`config.mk`:
```
export PLATFORM = sky130hd
export DESIGN_NAME = vehicle_demand_conditioner_flat
export DESIGN_NICKNAME = d
export VERILOG_FILES = /design/src/rtl/traffic_pkg.sv /design/src/rtl/vehicle_demand_conditioner_if.sv /design/src/rtl/loop_debouncer.sv /design/src/rtl/vehicle_demand_conditioner.sv /design/src/flat_wrapper.sv
export SDC_FILE = /design/constraint.sdc
export NUM_CORES = 1
export LEC_CHECK = 0
export CELL_PAD_IN_SITES_DETAIL_PLACEMENT = 1
export CELL_PAD_IN_SITES_GLOBAL_PLACEMENT = 1
export CORE_UTILIZATION = 43
export CTS_BUF_LIST = sky130_fd_sc_hd__clkbuf_8
export DETAILED_ROUTE_END_ITERATION = 8
export PLACE_DENSITY = 0.73
export SYNTH_ARGS = -nofsm -noshare
export SYNTH_HDL_FRONTEND = slang
export SYNTH_SLANG_ARGS = --single-unit
```
`constraint.sdc`:
```
create_clock -name clk -period 2.1 [get_ports clk]
set_clock_uncertainty 0.2 [all_clocks]
set_input_delay 0.315 -clock clk [delete_from_list [all_inputs] [get_ports clk]]
set_output_delay 0.315 -clock clk [all_outputs]
set_load 0.1 [all_outputs]
```
`src/rtl/traffic_pkg.sv`:
```
// Shared types and constants for the traffic light controller front end:
// demand FSM states, tick divider width and lamp bit positions.
package traffic_pkg;

    typedef enum logic [2:0] {
        IDLE    = 3'd0,
        ARMED   = 3'd1,
        SERVING = 3'd2,
        DRAIN   = 3'd3,
        HOLDOFF = 3'd4
    } demand_state_e;

    // Wide enough for a 1 s divider at 50 MHz.
    localparam int TICK_CNT_W = 26;

    localparam int LAMP_GREEN  = 0;
    localparam int LAMP_YELLOW = 1;
    localparam int LAMP_RED    = 2;

    // Demand is asserted from arming until the side-street red has been covered.
    function automatic logic demand_active(input demand_state_e s);
        return (s == ARMED) || (s == SERVING) || (s == DRAIN);
    endfunction

endpackage

```
`src/rtl/vehicle_demand_conditioner_if.sv`:
```
// Signal bundle between the loop/lamp side of the system and the demand conditioner.
interface vehicle_demand_conditioner_if;

    logic       raw_loop;
    logic       side_green;
    logic       sensor;
    logic       sec_tick;
    logic [7:0] vehicle_count;
    logic [2:0] demand_state;

    modport master (
        output raw_loop,
        output side_green,
        input  sensor,
        input  sec_tick,
        input  vehicle_count,
        input  demand_state
    );

    modport slave (
        input  raw_loop,
        input  side_green,
        output sensor,
        output sec_tick,
        output vehicle_count,
        output demand_state
    );

endinterface

```
`src/rtl/loop_debouncer.sv`:
```
// Two-flop synchroniser and stability-count debouncer for the loop detector,
// with a one-cycle pulse on each debounced rising edge.
module loop_debouncer #(
    parameter int DEBOUNCE_CYC = 16
) (
    input  logic clk,
    input  logic reset,
    input  logic raw_in,
    output logic loop_clean,
    output logic loop_rise
);

    localparam int CNT_W = (DEBOUNCE_CYC > 1) ? $clog2(DEBOUNCE_CYC) : 1;
    localparam logic [CNT_W-1:0] CNT_LAST = CNT_W'(DEBOUNCE_CYC - 1);

    logic             sync1_q, sync1_d;
    logic             sync2_q, sync2_d;
    logic [CNT_W-1:0] cnt_q, cnt_d;
    logic             clean_q, clean_d;
    logic             rise_q, rise_d;

    always_comb begin
        sync1_d = raw_in;
        sync2_d = sync1_q;
        cnt_d   = '0;
        clean_d = clean_q;
        // The count only advances while the input disagrees; any agreement restarts it.
        if (sync2_q != clean_q) begin
            if (cnt_q == CNT_LAST) begin
                clean_d = sync2_q;
            end else begin
                cnt_d = cnt_q + CNT_W'(1);
            end
        end
        rise_d = clean_d & ~clean_q;
    end

    always_ff @(posedge clk or posedge reset) begin
        if (reset) begin
            sync1_q <= 1'b0;
            sync2_q <= 1'b0;
            cnt_q   <= '0;
            clean_q <= 1'b0;
            rise_q  <= 1'b0;
        end else begin
            sync1_q <= sync1_d;
            sync2_q <= sync2_d;
            cnt_q   <= cnt_d;
            clean_q <= clean_d;
            rise_q  <= rise_d;
        end
    end

    assign loop_clean = clean_q;
    assign loop_rise  = rise_q;

endmodule

```
`src/rtl/vehicle_demand_conditioner.sv`:
```
// Side-street demand conditioner: debounced loop input, 1 s tick divider, arrival
// counter and the demand FSM that holds 'sensor' through the whole side-street sequence.
module vehicle_demand_conditioner
    import traffic_pkg::*;
#(
    parameter int TICK_DIV     = 50_000_000,
    parameter int DEBOUNCE_CYC = 16,
    parameter int DRAIN_SEC    = 8,
    parameter int HOLDOFF_SEC  = 5
) (
    input logic                         clk,
    input logic                         reset,
    vehicle_demand_conditioner_if.slave bus
);

    localparam int SEC_MAX = (DRAIN_SEC > HOLDOFF_SEC) ? DRAIN_SEC : HOLDOFF_SEC;
    localparam int SEC_W   = $clog2(SEC_MAX + 1);

    localparam logic [TICK_CNT_W-1:0] DIV_LAST   = TICK_CNT_W'(TICK_DIV - 1);
    localparam logic [SEC_W-1:0]      DRAIN_LAST = SEC_W'(DRAIN_SEC - 1);
    localparam logic [SEC_W-1:0]      HOLD_LAST  = SEC_W'(HOLDOFF_SEC - 1);

    logic loop_clean;
    logic loop_rise;

    logic                  sg_sync1_q, sg_sync1_d;
    logic                  sg_sync2_q, sg_sync2_d;
    logic [TICK_CNT_W-1:0] div_q, div_d;
    logic [7:0]            count_q, count_d;
    logic [SEC_W-1:0]      sec_q, sec_d;
    demand_state_e         state_q, state_d;
    logic                  tick;

    loop_debouncer #(
        .DEBOUNCE_CYC (DEBOUNCE_CYC)
    ) u_debounce (
        .clk        (clk),
        .reset      (reset),
        .raw_in     (bus.raw_loop),
        .loop_clean (loop_clean),
        .loop_rise  (loop_rise)
    );

    always_comb begin
        sg_sync1_d = bus.side_green;
        sg_sync2_d = sg_sync1_q;

        tick  = (div_q == DIV_LAST);
        div_d = tick ? '0 : div_q + TICK_CNT_W'(1);

        count_d = count_q;
        if (loop_rise && (count_q != 8'hFF)) begin
            count_d = count_q + 8'd1;
        end

        // The sec counter is cleared on every entry to a timed state, so a tick
        // coinciding with the entry edge is never counted.
        state_d = state_q;
        sec_d   = sec_q;
        case (state_q)
            IDLE: begin
                if (sg_sync2_q) begin
                    state_d = SERVING;
                end else if (loop_rise) begin
                    state_d = ARMED;
                end
            end
            ARMED: begin
                if (sg_sync2_q) begin
                    state_d = SERVING;
                end
            end
            SERVING: begin
                if (!sg_sync2_q) begin
                    state_d = DRAIN;
                    sec_d   = '0;
                end
            end
            DRAIN: begin
                if (tick) begin
                    if (sec_q == DRAIN_LAST) begin
                        state_d = HOLDOFF;
                        sec_d   = '0;
                    end else begin
                        sec_d = sec_q + SEC_W'(1);
                    end
                end
            end
            HOLDOFF: begin
                if (tick) begin
                    if (sec_q == HOLD_LAST) begin
                        state_d = loop_clean ? ARMED : IDLE;
                        sec_d   = '0;
                    end else begin
                        sec_d = sec_q + SEC_W'(1);
                    end
                end
            end
            default: begin
                state_d = IDLE;
                sec_d   = '0;
            end
        endcase
    end

    always_ff @(posedge clk or posedge reset) begin
        if (reset) begin
            sg_sync1_q <= 1'b0;
            sg_sync2_q <= 1'b0;
            div_q      <= '0;
            count_q    <= '0;
            sec_q      <= '0;
            state_q    <= IDLE;
        end else begin
            sg_sync1_q <= sg_sync1_d;
            sg_sync2_q <= sg_sync2_d;
            div_q      <= div_d;
            count_q    <= count_d;
            sec_q      <= sec_d;
            state_q    <= state_d;
        end
    end

    assign bus.sensor        = demand_active(state_q);
    assign bus.sec_tick      = tick;
    assign bus.vehicle_count = count_q;
    assign bus.demand_state  = state_q;

endmodule

```
`src/flat_wrapper.sv`:
```
// flat-port wrapper written by rule: the top's interface ports become plain ports
module vehicle_demand_conditioner_flat import traffic_pkg::*;
#(
    parameter int TICK_DIV     = 50_000_000,
    parameter int DEBOUNCE_CYC = 16,
    parameter int DRAIN_SEC    = 8,
    parameter int HOLDOFF_SEC  = 5
)
  (clk, reset, bus_raw_loop, bus_side_green, bus_sensor, bus_sec_tick, bus_vehicle_count, bus_demand_state);
  vehicle_demand_conditioner_if bus_i ();
  input logic clk;
  input logic reset;
  input wire logic [$bits(bus_i.raw_loop)-1:0] bus_raw_loop;
  input wire logic [$bits(bus_i.side_green)-1:0] bus_side_green;
  output wire logic [$bits(bus_i.sensor)-1:0] bus_sensor;
  output wire logic [$bits(bus_i.sec_tick)-1:0] bus_sec_tick;
  output wire logic [$bits(bus_i.vehicle_count)-1:0] bus_vehicle_count;
  output wire logic [$bits(bus_i.demand_state)-1:0] bus_demand_state;
  assign bus_i.raw_loop = bus_raw_loop;
  assign bus_i.side_green = bus_side_green;
  assign bus_sensor = bus_i.sensor;
  assign bus_sec_tick = bus_i.sec_tick;
  assign bus_vehicle_count = bus_i.vehicle_count;
  assign bus_demand_state = bus_i.demand_state;
  vehicle_demand_conditioner #(.TICK_DIV(TICK_DIV), .DEBOUNCE_CYC(DEBOUNCE_CYC), .DRAIN_SEC(DRAIN_SEC), .HOLDOFF_SEC(HOLDOFF_SEC)) u_core (.clk(clk), .reset(reset), .bus(bus_i));
endmodule
```
==> summary.md <==
| Metric | Value |
|---|---|
| Status | complete, but fails checks |
| Failing checks | setup timing |
| DRT Pass-1 Iters | 4 |
| Place WS | -0.0407 ns |
| FP Rows | 27 |
| Max VDD drop | 0.666 mV |
| CTS buffer count | 5 |
| Area Overhead vs Synth | 29.3% |
| CTS max path bufs | 2 |
| Clock Sinks | 51 |
| Commonest non-fill, non-tap cells in the layout | 41 x buf_4, 38 x dfrtp_1, 19 x nor2_1 |
| Clk_lat worst skew | 0.31 ns |
| Distinct cells, synth | 49 |
| Path depth of the worst reg2reg path | 6 |
| Core Footprint | 5540 sq um |
| Worst Tran Pin Value | 0.450 ns |
| Fraction of registers with async set or reset after synthesis | 100% |
| Die Area | 6120 sq um |
| Fin crit share | 109% |
| Root Driver | clkbuf_8 |
| Htree depth | 2 |
| Critical Path AT | 1.76 ns |
| Total congestion overflow | 0 |
| DP Area | 2950 sq um |
| EDFF count, synth | 0 |
| GP Congestion | 0.754 |
| Final WL | 5830 um |
| Mapped Area | 2500 sq um |
| Overall Power | 2.50 mW |
| Pleak | 1.45 nW |
| Max_cap viols | 0 |
| Worst hold margin | 0.152 ns |
| Slack of the critical path | -0.180 ns |
| Final non-filler cell area | 3230 sq um |
| Antenna Nets Post-Route | 0 |
| Initial antenna violation count | 0 |
| Mapped Nets | 248 |
| Iter 0 DRT Violations | 68 |
| Fin crit period | 2.28 ns |
| Initial Utilization | 45.1% |
| Final core utilization | 58.3% |
| #FFs+latches synth | 51 |
| Vias in the first global route | 2141 |
| Number of I/O pins | 17 |
| Area contributors post-synth | dfrtp_1 51%, xnor2_1 5.6%, xor2_1 4.2%, nor2_1 3.2%, nand3_1 3.0% |
| Unrepaired setup endpoints after global routing | yes |
| IO buf count | 16 |
| Post-synthesis sequential area ratio | 51.1% |
| Finished Layout Cells | 364 |
| Pwr dens | 772 nW/um^2 |
| Final-report setup violation count | 3 |
| Most common cell after layout, fill and taps aside | buf_4 |
| DRC Markers | 0 |
| Chip Width | 78.2 um |
| Hold Buf Count CTS | 0 |
| Share of post-route cells with drive strength above 1 | 33.2% |
| Fmax | 439 MHz |
| Post-synth top area cell | dfrtp_1 |
| N_diodes | 0 |
| First-pass GRT wire length | 9830 um |
| Crit Path Category | flop to output port |
| Syn Inst Count | 239 |
| Final hold violation count | 0 |
| CTS clock-pin slew for the worst setup and hold paths | 0.09 ns |
| Nets | 300 |
| WL/cell | 16.0 um |
| Worst slew margin | 70.0% |
| Total track usage | 20.5% |
| Die H | 78.2 um |
| Ys flop type | dfrtp_1 |
| DR vias | 1944 |
| Vias/cell | 5.34 |
| Warnings from Yosys | 0 |
| Sum Neg Setup Slack | -0.184 ns |
| Hpwl dp | 4130 um |
| CTS tree | done |
| Mean Syn Cell Area | 10.5 sq um |
| Slew Viols, Final | 0 |
| Required @ worst endpoint | 1.58 ns |
| Share of the synthesized area in the top cell type | 51.1% |
| Crit path capture type | output port |
| Hold/Removal Path Class | primary input to async pin |
| Largest net degree at the start of global routing | 34 |
| CP Launch Type | flop |
| Placed Cells | 344 |
| CP max FO | 3 |
[cells by family (layout without fill, tap and decap cells)]
kind of cell / Yosys count / in the layout / synth area share [%]
fa+ha+maj: 5 / 5 / 2.50
simple gates: 97 / 97 / 22.0
flops: 51 / 51 / 51.1
xor+xnor: 28 / 28 / 9.81
compound gates: 38 / 38 / 9.76
mux: 5 / 5 / 2.15
buf+inv: 15 / 68 / 2.70
[final cells by class]
class                      count  area (sq um)
clock buffer                   7          96.3
clock inverter                 1          7.51
fill                         620          2310
inverter                       9          33.8
multi-input combinational    173          1270
sequential                    51          1290
tap                           72          90.1
timing repair buffer          51           445
[flip-flops by register name, indices dropped and copies added (netlist names), 3 cells and up]
name / cells
u_core.bus.demand_state: 3
u_core.bus.vehicle_count: 8
u_core.div_q: 26
u_core.sec_q: 4
u_core.u_debounce.cnt_q: 4
[metal layers]
layer / track usage (%) / up-vias / share of wire (%)
met5: 0 / - / 0
met4: 5.74 / 0 / 0.96
met3: 3.26 / 7 / 1.7
met2: 38.2 / 18 / 53
met1: 24.3 / 973 / 45
li1: - / 946 / -
[synth_stat cells, drive strengths merged, types with 3 or more instances]
cell type  count
nor3b          3
a21oi          8
buf            4
inv            9
xor2          12
mux2           3
nand2         15
dfrtp         51
or3            3
nor2b          3
nor2          21
o211ai         3
ha             5
nand3         15
nor3           9
xnor2         16
o21ai         12
and3           4
nand4          9
and2           3
[repair_timing]
action,CTS,global route
pin swaps,2,7
endpoints found under the hold margin,0,0
gates resized for setup,9,13
buffers inserted,3,9
endpoints found under the setup margin,6,10
[report_power, final]
| group | leakage (nW) | switching [mW] | internal, mW | total, mW |
|---|---|---|---|---|
| registers | 0.659 | 0.0602 | 1.04 | 1.10 |
| logic | 0.744 | 0.463 | 0.306 | 0.769 |
| clock network | 0.0505 | 0.330 | 0.300 | 0.630 |
| total | 1.45 | 0.853 | 1.64 | 2.50 |
[critical path, cell delays in order (launching register included)]
cell	delay, ns
dfrtp_1	0.40
ha_4	0.17
nand2_4	0.05
or4_4	0.53
nor2_4	0.12
buf_12	0.18
[worst paths after layout]
check	slack, ns	to	start
worst max-delay path	-0.18	bus_sec_tick	u_core.div_q[1]
worst min-delay path	0.15	u_core.div_q[25]	reset
worst max register to register	0	u_core.bus.demand_state[1]	u_core.div_q[24]
worst min register to register	0.16	u_core.sg_sync2_q	u_core.sg_sync1_q
max in group asynchronous	1.13	u_core.bus.vehicle_count[0]	reset
min in group clk	0.16	u_core.sg_sync2_q	u_core.sg_sync1_q
(Power assumes the default switching activity.)
==> edit 1: new RTL, same flow settings <==
Make the reset (`reset`) synchronous in 2 clocked blocks.
--- a/src/rtl/loop_debouncer.sv
+++ b/src/rtl/loop_debouncer.sv
@@ -37,3 +37,3 @@
 
-    always_ff @(posedge clk or posedge reset) begin
+    always_ff @(posedge clk) begin
         if (reset) begin
--- a/src/rtl/vehicle_demand_conditioner.sv
+++ b/src/rtl/vehicle_demand_conditioner.sv
@@ -105,3 +105,3 @@
 
-    always_ff @(posedge clk or posedge reset) begin
+    always_ff @(posedge clk) begin
         if (reset) begin
Behaviour: differs if reset is asserted again (counterexample within 4 cycles, from zero or initial values and one cycle with reset high); with reset held inactive, the same outputs for 10 cycles.
==> edit 1 against the original RTL <==
  * The run still ends with setup timing left
  * Die area down 5.8%
  * Sequential cell count stayed put
  * Wire length shrank 9.8%
  * Design area fell by 8.0%
  * Area after synthesis is 5.9% lower
  * Via count is 1.1% higher
  * Worst setup slack gained 0.087 ns
  * Critical path type unchanged
Power is not compared: it rests on default switching activity, and its combinational part moved more than twofold at a synthesized area within 25%.
==> edit 1: results (changes against the original RTL) <==
[synthesis]
synthAdderAreaFrac_pct = 2.66  ; +0.16 points
synthMuxAreaShare_pct = 0.851  ; -1.3 points
seq_area_frac_synth_pct = 43.4  ; -7.6 points
yosys.area_share.xor_xnor_pct = 12.3  ; +2.5 points
synthDistinctLibCells = 46  ; -6.1%
ys_async_sr_fraction_pct = 0  ; -100 points
synthTopCellsByCount = dfxtp_1 (51), nor2_1 (50), xnor2_1 (25), nand3_1 (14), inv_1 (12)
synth_compound_area_share_pct = 8.62  ; -1.1 points

[finish]
inv_count = 12  ; +3
nets = 316  ; +5.3%
multi_input_area_share_pct = 45.2  ; +6.0 points
num-multi-input-gates = 199  ; +15%
seqCellArea_mm2 = 0.00105  ; -19%
clk_share_pct = 3.75  ; +0.53 points
utilization_pct = 57.5  ; -0.86 points
n_fill_cell = 595  ; -4.0%
clkbuf_count = 5  ; -2
signal_buffers = 38  ; -25%

[place]
place_congestion = 0.731  ; -3.1%
place_ws_ns = 0.00460  ; +0.0453 ns

[timing]
setup_viol = 2  ; -1
tns_ns = -0.101  ; +0.0833 ns
finalWorstSetupSlack_ns = -0.0930  ; +0.0868 ns
whs_ns = 0.251  ; +0.0983 ns
tightest_slew_ns = 0.465  ; +0.0153 ns

[floorplanning]
core_mm2 = 0.00517  ; -6.6%

[worst_setup_path]
cp_slowest_cell = dfxtp_2
timing.rr.start = u_core.div_q[0]
cp_slowest_stage_delay_ns = 0.36  ; -0.17 ns
rr_endpoint = u_core.bus.demand_state[1]
reg2reg_depth = 9  ; +3

[detailed_routing]
drt-total-wl_um = 5260  ; -9.8%
wl_met1_um = 2560  ; -1.5%
vias = 1966  ; +1.1%
drtIter0Drc = 66  ; -2.9%
post_drt_wl_per_cell_um = 13.9  ; -13%

[run_status]
status = complete, but fails checks
violations = setup timing

[global_routing]
grt_util_met2_pct = 32.5  ; -5.8 points
grt_start_max_net_pins = 25  ; -26%
grt_use_met3_pct = 3.61  ; +0.36 points
grt_first_pass_wirelength_um = 8910  ; -9.3%

[clock_network]
post_cts_resized = 5  ; -4

[worst_hold_path]
min_path_type = reg2reg

[edit 1: cell count changes after synthesis, moves of 4 or more]
cell / change
xnor2_1: +9
o31ai_1: +5
o21ai_0: -8
nor2_1: +29
dfrtp_1: -51
nor4_1: +6
nand2_1: -4
dfxtp_1: +51
xor2_1: -4
[edit 1: worst max-delay path by stage]
stage	start	end	slack, ns	cells past startpoint
floorplan	u_core.div_q[18]	u_core.div_q[7]	-0.39	7
global placement	u_core.div_q[1]	u_core.sec_q[0]	0.04	6
detailed placement	u_core.div_q[0]	u_core.sec_q[0]	0.005	6
CTS	u_core.div_q[1]	bus_sec_tick	-0.11	6
global route	u_core.div_q[0]	bus_sec_tick	-0.18	6
finish	u_core.div_q[0]	bus_sec_tick	-0.09	6
[edit 1: report_power, final]
group / internal, W / switching, W
clock network: 0.000356 / 0.000331
registers: 0.000976 / 0.00000912
logic: 0.0000534 / 0.0000877
==> edit 2: new RTL, same settings <==
Without the edit above. `TICK_DIV` is set to 50_000_000 in 2 places; all go to 33_554_432.
--- a/src/rtl/vehicle_demand_conditioner.sv
+++ b/src/rtl/vehicle_demand_conditioner.sv
@@ -5,3 +5,3 @@
 #(
-    parameter int TICK_DIV     = 50_000_000,
+    parameter int TICK_DIV     = 33_554_432,
     parameter int DEBOUNCE_CYC = 16,
--- a/src/flat_wrapper.sv
+++ b/src/flat_wrapper.sv
@@ -3,3 +3,3 @@
 #(
-    parameter int TICK_DIV     = 50_000_000,
+    parameter int TICK_DIV     = 33_554_432,
     parameter int DEBOUNCE_CYC = 16,
Behaviour: same outputs for any inputs over 10 cycles, from zero or initial values and one cycle with reset high; that may be too few to reach the edited logic, so the function may still have changed.
==> edit 2 against the original RTL <==
  * The flow still finishes with violations (setup timing)
  * Die area decreased by 1.3%
  * Worst setup slack better by 0.14 ns
  * Area after synthesis is 1.4% lower
  * Sequential cell count unchanged
  * Wire length fell by 7.8%
  * Design area shrank 3.7%
  * Synthesized cell count decreased by 2.9%
  * Critical endpoint unchanged
Power is not compared: it rests on default switching activity, and its combinational part moved more than twofold at a synthesized area within 25%.
==> edit 2: results (changes against the original RTL) <==
[run_status]
status = complete, but fails checks
violations = setup timing

[place]
place_congestion = 0.769  ; +2.0%
portBuffers = 16  ; unchanged
dp_hpwl_um = 3770  ; -8.6%
dp_cells = 326  ; -5.2%

[global_routing]
grt_pass1_vias = 2003  ; -6.4%
grt_start_max_net_pins = 52  ; +53%
grt_first_pass_wirelength_um = 9470  ; -3.6%
grt_usage_pct = 20.1  ; -0.42 points
antenna_found_initial = 0  ; unchanged

[power_and_ir_drop]
vdd_drop_max_uv = 336
cellLeakagePower_nw = 1.43

[clock_network]
cts_buffers = 5  ; unchanged
cts-root-buf = clkbuf_8
clock_latency_ns = 0.30
h-tree-depth = 2  ; unchanged
clock_path_buffers = 2  ; unchanged
cts.clk_slew.worst_paths_ns = 0.09  ; about the same

[timing]
setup_viol = 1  ; -2
slew_headroom_pct = 73.8  ; +3.8 points
finalWorstSetupSlack_ns = -0.0409  ; +0.139 ns
tns_ns = -0.0409  ; +0.143 ns

[worst_setup_path]
crit_arrival_ns = 1.63  ; -0.13 ns
cp_max_fo = 3  ; unchanged

[finish]
layout.cells.non_filler = 352  ; -3.3%
nets = 288  ; -4.0%
regMostFlops = u_core.div_q
n_fill_cell = 611  ; -1.5%
diodes = 0  ; unchanged
final_layout_size_suffix_gt1_share_pct = 25.4  ; -7.9 points
largest_reg_flops = 26  ; unchanged

[detailed_routing]
vias = 1858  ; -4.4%
drtIter0Drc = 58  ; -15%
post_drt_wl_per_cell_um = 15.3  ; -4.6%
drtPass1Iterations = 4  ; unchanged

[synthesis]
seq_area_frac_synth_pct = 51.8  ; +0.70 points
synth_compound_area_share_pct = 6.44  ; -3.3 points
ys_async_sr_fraction_pct = 100  ; unchanged
ys_warn_count = 0  ; unchanged
syn_nets = 241  ; -2.8%
synthTopCellsByCount = dfrtp_1 (51), nor2_1 (26), nand2_1 (19), xnor2_1 (15)
synthDistinctLibCells = 40  ; -18%
synthAdderAreaFrac_pct = 2.54  ; +0.034 points
synthTopCellsByArea = dfrtp_1 (52%), xnor2_1 (5.3%), xor2_1 (4.3%)
syn_inst = 232  ; -2.9%
yosys.area_share.xor_xnor_pct = 9.59  ; -0.22 points
synthMuxAreaShare_pct = 2.08  ; -0.072 points

[worst_hold_path]
min_path_type = reg2reg

-- edit 2: area by class of cell --
cell class                      instances  area, µm²  area share (%)
Timing Repair Buffer                   43        405            13.0
Clock inverter                          3       37.5            1.21
Sequential cell                        51       1290            41.3
Tap cell                               72       90.1            2.89
Multi-Input combinational cell        169       1190            38.3
Inverter                                9       33.8            1.09
Clock buffer                            5       68.8            2.21
-- edit 2: routing by layer --
metal | GRT usage [%] | share of wire (%) | up-vias
li1 | - | - | 902
met1 | 25.0 | 44 | 932
met2 | 35.8 | 52 | 17
met3 | 2.47 | 1.7 | 7
met4 | 7.36 | 1.5 | 0
met5 | 0 | 0 | -
-- edit 2: critical path, stage by stage, from the launching register on --
cell and delay [ns]:
dfrtp_1 0.40, ha_4 0.17, nand3_4 0.11, nor3_4 0.17
nor3b_4 0.27, buf_12 0.21
-- edit 2: through the flow --
step | total power (W) | setup slack (ns) | hold slack, ns | cell area, µm² | utilization (%)
5_1_grt | 0.00176 | -0.128 | 0.165 | 3110 | 56.5
2_1_floorplan | 0.00104 | -0.427 | 0.131 | 2500 | -
6_report | 0.00170 | -0.0409 | 0.155 | 3110 | 56.5
4_1_cts | 0.00172 | -0.0704 | 0.157 | 3060 | 55.6
3_5_place_dp | 0.00106 | 0.102 | 0.137 | 2840 | 51.6
3_3_place_gp | 0.00106 | 0.137 | 0.133 | 2840 | 51.6
-- edit 2: cell families (layout without fill, tap and decap cells) --
family	count (synthesis)	count (layout)
flip-flops	51	51
multiplexers	5	5
AO/OA/AOI/OAI	25	25
buffers and inverters	12	60
XOR/XNOR	27	27
adder cells (fa/ha/maj)	5	5
AND/OR/NAND/NOR	107	107
-- edit 2: path summary, 6_finish.rpt --
check	cells past startpoint	from	end	slack [ns]
worst max-delay path	5	u_core.div_q[0]	bus_sec_tick	-0.04
worst min-delay path	0	u_core.sg_sync1_q	u_core.sg_sync2_q	0.15
worst max register to register	6	u_core.div_q[0]	u_core.bus.demand_state[2]	0.15
worst min register to register	0	u_core.sg_sync1_q	u_core.sg_sync2_q	0.15
max in group asynchronous	3	reset	u_core.bus.demand_state[2]	1.27
min in group asynchronous	3	reset	u_core.bus.demand_state[1]	0.16
-- edit 2: timing repair --
item	CTS	global route
hold endpoints to repair	0	0
pin swaps	5	1
setup endpoints to repair	1	2
resized for setup	6	3
cloned	0	0
setup buffers	13	5
-- edit 2: report_power, final --
group / total [W] / internal (W) / leakage [nW] / switching (W)
Sequential: 0.000997 / 0.000990 / 0.664 / 0.00000712
Combinational: 0.0000419 / 0.0000162 / 0.708 / 0.0000257
Clock: 0.000660 / 0.000347 / 0.0607 / 0.000313
